==> src/rtl/pipe_mult.sv <==
// pipe_mult: WIDTH x WIDTH signed/unsigned multiplier, 3 registered stages; result visible 3 cycles after acceptance.
// One global enable stalls every stage while p is held (in_ready = !out_valid || out_ready); `MULT_ACC_EN adds a MAC accumulator.
module pipe_mult #(
   parameter int WIDTH = 16
) (
   input  logic               clk,
   input  logic               rst,
   input  logic               in_valid,
   output logic               in_ready,
   input  logic [WIDTH-1:0]   a,
   input  logic [WIDTH-1:0]   b,
   input  logic               is_signed,
`ifdef MULT_ACC_EN
   input  logic               acc_clr,
`endif
   output logic               out_valid,
   input  logic               out_ready,
   output logic [2*WIDTH-1:0] p
);
   localparam int HW = WIDTH / 2;
   localparam int PW = 2 * WIDTH;

   logic en;

   logic             s1_vld_q, s1_vld_d;
   logic [WIDTH-1:0] s1_a_q, s1_a_d;
   logic [WIDTH-1:0] s1_b_q, s1_b_d;
   logic             s1_sgn_q, s1_sgn_d;

   logic             s2_vld_q, s2_vld_d;
   logic [WIDTH-1:0] s2_a_q, s2_a_d;
   logic [WIDTH-1:0] s2_b_q, s2_b_d;
   logic             s2_sgn_q, s2_sgn_d;
   logic [WIDTH-1:0] pp_ll_q, pp_ll_d;
   logic [WIDTH-1:0] pp_hl_q, pp_hl_d;
   logic [WIDTH-1:0] pp_lh_q, pp_lh_d;
   logic [WIDTH-1:0] pp_hh_q, pp_hh_d;

   logic             out_vld_q, out_vld_d;
   logic [PW-1:0]    p_q, p_d;

   logic [PW-1:0]    u;
   logic [PW-1:0]    prod;

`ifdef MULT_ACC_EN
   logic             s1_clr_q, s1_clr_d;
   logic             s2_clr_q, s2_clr_d;
`endif

   assign en        = !out_vld_q || out_ready;
   assign in_ready  = en;
   assign out_valid = out_vld_q;
   assign p         = p_q;

   // Unsigned product from the four partials, then subtract the sign-bit weights for two's complement.
   always_comb begin
      u = {{WIDTH{1'b0}}, pp_ll_q}
        + ({{WIDTH{1'b0}}, pp_hl_q} << HW)
        + ({{WIDTH{1'b0}}, pp_lh_q} << HW)
        + {pp_hh_q, {WIDTH{1'b0}}};
      prod = u;
      if (s2_sgn_q) begin
         if (s2_a_q[WIDTH-1]) prod = prod - {s2_b_q, {WIDTH{1'b0}}};
         if (s2_b_q[WIDTH-1]) prod = prod - {s2_a_q, {WIDTH{1'b0}}};
      end
   end

   always_comb begin
      s1_vld_d  = s1_vld_q;
      s1_a_d    = s1_a_q;
      s1_b_d    = s1_b_q;
      s1_sgn_d  = s1_sgn_q;
      s2_vld_d  = s2_vld_q;
      s2_a_d    = s2_a_q;
      s2_b_d    = s2_b_q;
      s2_sgn_d  = s2_sgn_q;
      pp_ll_d   = pp_ll_q;
      pp_hl_d   = pp_hl_q;
      pp_lh_d   = pp_lh_q;
      pp_hh_d   = pp_hh_q;
      out_vld_d = out_vld_q;
      p_d       = p_q;
`ifdef MULT_ACC_EN
      s1_clr_d  = s1_clr_q;
      s2_clr_d  = s2_clr_q;
`endif
      if (en) begin
         s1_vld_d  = in_valid;
         s1_a_d    = a;
         s1_b_d    = b;
         s1_sgn_d  = is_signed;

         s2_vld_d  = s1_vld_q;
         s2_a_d    = s1_a_q;
         s2_b_d    = s1_b_q;
         s2_sgn_d  = s1_sgn_q;
         pp_ll_d   = {{HW{1'b0}}, s1_a_q[HW-1:0]}     * {{HW{1'b0}}, s1_b_q[HW-1:0]};
         pp_hl_d   = {{HW{1'b0}}, s1_a_q[WIDTH-1:HW]} * {{HW{1'b0}}, s1_b_q[HW-1:0]};
         pp_lh_d   = {{HW{1'b0}}, s1_a_q[HW-1:0]}     * {{HW{1'b0}}, s1_b_q[WIDTH-1:HW]};
         pp_hh_d   = {{HW{1'b0}}, s1_a_q[WIDTH-1:HW]} * {{HW{1'b0}}, s1_b_q[WIDTH-1:HW]};

         out_vld_d = s2_vld_q;
`ifdef MULT_ACC_EN
         s1_clr_d  = acc_clr;
         s2_clr_d  = s1_clr_q;
         // p_q doubles as the accumulator; bubbles leave it untouched.
         if (s2_vld_q) p_d = (s2_clr_q ? {PW{1'b0}} : p_q) + prod;
`else
         if (s2_vld_q) p_d = prod;
`endif
      end
   end

   always_ff @(posedge clk) begin
      if (rst) begin
         s1_vld_q  <= 1'b0;
         s1_a_q    <= '0;
         s1_b_q    <= '0;
         s1_sgn_q  <= 1'b0;
         s2_vld_q  <= 1'b0;
         s2_a_q    <= '0;
         s2_b_q    <= '0;
         s2_sgn_q  <= 1'b0;
         pp_ll_q   <= '0;
         pp_hl_q   <= '0;
         pp_lh_q   <= '0;
         pp_hh_q   <= '0;
         out_vld_q <= 1'b0;
         p_q       <= '0;
`ifdef MULT_ACC_EN
         s1_clr_q  <= 1'b0;
         s2_clr_q  <= 1'b0;
`endif
      end else begin
         s1_vld_q  <= s1_vld_d;
         s1_a_q    <= s1_a_d;
         s1_b_q    <= s1_b_d;
         s1_sgn_q  <= s1_sgn_d;
         s2_vld_q  <= s2_vld_d;
         s2_a_q    <= s2_a_d;
         s2_b_q    <= s2_b_d;
         s2_sgn_q  <= s2_sgn_d;
         pp_ll_q   <= pp_ll_d;
         pp_hl_q   <= pp_hl_d;
         pp_lh_q   <= pp_lh_d;
         pp_hh_q   <= pp_hh_d;
         out_vld_q <= out_vld_d;
         p_q       <= p_d;
`ifdef MULT_ACC_EN
         s1_clr_q  <= s1_clr_d;
         s2_clr_q  <= s2_clr_d;
`endif
      end
   end

endmodule
==> config.mk <==
export PLATFORM = sky130hd
export DESIGN_NAME = pipe_mult
export DESIGN_NICKNAME = d
export VERILOG_FILES = /design/src/rtl/pipe_mult.sv
export SDC_FILE = /design/constraint.sdc
export NUM_CORES = 1
export LEC_CHECK = 0
export ABC_AREA = 1
export BUFFER_PORTS_ARGS = -buffer_cell sky130_fd_sc_hd__buf_4
export CORE_ASPECT_RATIO = 2
export CORE_UTILIZATION = 60
export CTS_BUF_LIST = sky130_fd_sc_hd__clkbuf_2
export DETAILED_ROUTE_END_ITERATION = 10
export PLACE_DENSITY = 0.78
export SLEW_MARGIN = 10
export SYNTH_ARGS = -nofsm -noshare
export SYNTH_HDL_FRONTEND = slang
export SYNTH_SLANG_ARGS = --single-unit
export TNS_END_PERCENT = 20
==> constraint.sdc <==
create_clock -name clk -period 7.4 [get_ports clk]
set_input_delay 0 -clock clk [delete_from_list [all_inputs] [get_ports clk]]
set_output_delay 0 -clock clk [all_outputs]
set_load 0.005 [all_outputs]
==> key figures <==
Finish
  – Area Growth Syn to Fin: 11.4%
  – Share of post-route cells with drive strength above 1: 0.0669
  – Final Instance Area: 19300 um^2
  – Final nets: 2860
  – Most common cell after layout, fill and taps aside: inv_1
  – Commonest cells after routing, fill and taps aside: inv_1, nand2_1, ha_1

Setup path
  – CP most frequent cell: nand3_1
  – WS Path Type: reg2reg
  – Startpoint types: flip-flop
  – Crit path max-delay cell type: fa_1
  – Worst EP arrival: 6.52 ns
  – R2R depth: 33
  – Max incr delay on CP: 0.49 ns
  – Worst path required time: 8.12 ns
  – Worst Setup End Kind: flip-flop
  – Crit Path Max Fanout: 5

Drt
  – First-pass iteration count of the detailed router: 5
  – Vias post-DR: 16.1k
  – Routed WL per cell: 17.7 um
  – # DRC: 0
  – WL final: 50.4 mm
  – DR vias/cell: 5.67
  – Initial drt markers: 1003
  – Final ANT Viol Nets: 0

Synthesis
  – Syn Nets: 2769
  – Synth warn: 0
  – Gate Count Post-Synth: 2379
  – Post-synth cell types: 49
  – Post-synth ARST share: 0
  – Synth area leader: dfxtp_1
  – Synth top area cells: dfxtp_1, fa_1, ha_1
  – Synthesis-stage register bit count: 165
  – EDFF count, synth: 0
  – Syn avg cell area: 7.29 um^2
  – Seq/Total Area, Yosys: 0.190
  – Synth Flop Type: dfxtp_1
  – Synth top area share: 0.190
  – Mapped Area: 17400 um^2

Job
  – Max cap viols: 0

Placement
  – Port bufs: 70
  – Post-DP HPWL: 35.8 mm
  – Pre-CTS WS: 1.67 ns
  – Routability cong.: 0.969
  – DP Area: 18000 um^2

STA
  – Max Clk Rate: 172 MHz
  – Final Hold Viols: 0
  – Setup ws final: 1.60 ns
  – Unrepaired setup endpoints after global routing: no
  – Max-Slew Margin vs Limit: 0.235
  – Setup TNS Final: 0 ns
  – Final Slew Violations: 0
  – Part of the cycle the worst path needs: 0.784
  – Setup Skew: 0.0451 ns
  – Clock period minus worst slack: 5.80 ns
  – Actual slew at the worst max-slew pin: 1.15 ns
  – Final setup viols: 0

Status
  – Status: finished, final reports clean

Global routing
  – Largest net degree at the start of global routing: 113
  – Congestion Overflow GR: 0
  – First-pass GRT wire length: 81.8 mm
  – Total GRT Usage: 0.357
  – Antenna violations before repair: 4
  – Vias in the first global route: 16.8k

Die
  – Die W: 122 um
  – Row cnt: 87
  – I/O pin total: 71
  – Starting density of the core: 0.613
  – Die area: 29600 um^2
  – Core area: 28300 um^2
  – Die Ht: 242 um

Clocking
  – CTS tree: yes
  – Root Driver: clkbuf_2
  – CTS Buf Count: 17
  – CTS Hold Bufs: 105
  – Clk_lat worst skew: 0.84 ns
  – CTS Buffer Depth: 2
  – Reg clk slew, reported paths: 0.27 ns
  – H-Tree Depth: 4
  – CTS Sinks: 165
  – Postcts setup bufs: 0
  – # resized after CTS: 0

Power and ir drop
  – PD cells: 168 nW/um^2
  – Maximum VDD drop: 0.0898 mV
  – Leak: 11.0 nW
  – Total Power: 0.00325 W

Min path
  – Hold crit path type: in2reg
  – Hold Crit Depth: 4
-- worst paths after layout --
| path | from | endpoint | slack, ns |
|---|---|---|---|
| setup reg to reg | pp_ll_q[9] | p[30] | 1.60 |
| hold / removal | a[11] | s1_a_q[11] | 0.10 |
| setup / recovery | pp_ll_q[9] | p[30] | 1.60 |
| hold reg to reg | s2_a_q[14] | s2_a_q[14] | 0.48 |
-- metal layers --
metal  track usage  vias up  wire [um]
li1              -     7524          -
met2         0.628      699      25600
met3        0.0539      257       3100
met5             0        -          0
met1         0.371     7626      17700
met4         0.272        0       4090
-- per-stage QoR --
step / util / instances / hold WS (ns)
after floorplan: - / 2379 / 0.148
after global placement: 0.637 / 2702 / 0.251
after detailed placement: 0.637 / 2702 / 0.256
after CTS: 0.683 / 2839 / 0.00922
after global routing: 0.683 / 2843 / 0.104
final: 0.683 / 2843 / 0.100
-- cells in the mapped netlist, types with 5 or more instances --
cell and count:
xnor2_1 23, nand4_1 6, o21ai_1 23, a21o_1 7, nand2_1 477, o211ai_1 14
nor2_1 163, a21oi_1 144, clkbuf_1 117, inv_1 484, o21bai_1 39, a31oi_1 9
xor2_1 39, ha_1 190, fa_1 163, dfxtp_1 165, nand3_2 5, nand3_1 53
o21ai_0 185, inv_2 6
-- registers in the layout, summed over array words and instances (netlist names) --
signal / flops
out_valid: 1
pp_hh_q: 16
p: 32
s1_a_q: 16
s2_b_q: 16
s1_vld_q: 1
s1_sgn_q: 1
s2_vld_q: 1
s1_b_q: 16
pp_hl_q: 16
s2_a_q: 16
pp_ll_q: 16
pp_lh_q: 16
s2_sgn_q: 1
-- where the power goes --
part	switching (W)	internal (W)	leakage, nW
Sequential	0.000112	0.000971	1.36
Combinational	0.00101	0.000652	9.54
Clock	0.000396	0.000112	0.146
-- worst max-delay path, delay by kind of cell (launching register included) --
kind / cells / cell delay (ns)
adders and majority gates: 5 / 1.89
AOI/OAI and AO/OA: 8 / 1.12
buffers and inverters: 2 / 0.13
DFF: 1 / 0.39
xor gates and xnor gates: 1 / 0.26
and+or+nand+nor: 17 / 1.90
-- cell type report --
type / count / area (um^2)
antenna: 4 / 10.0
clock buffer: 17 / 85.1
clock inverter: 15 / 159
fill: 2366 / 8970
inverter: 493 / 1850
multi-input combinational: 1597 / 11700
sequential: 165 / 3300
tap: 356 / 445
timing repair buffer: 196 / 1730
-- kinds of logic (layout without fill, tap and decap cells) --
logic type,Yosys count,in the layout,synth area share
other,0,4,0
AO/OA/AOI/OAI,451,451,0.149
AND/OR/NAND/NOR,727,727,0.167
buffers and inverters,617,721,0.134
XOR/XNOR,66,66,0.0350
flip-flops,165,165,0.190
adder cells (fa/ha/maj),353,353,0.325
Note: power is estimated with default switching activity, not from simulation.
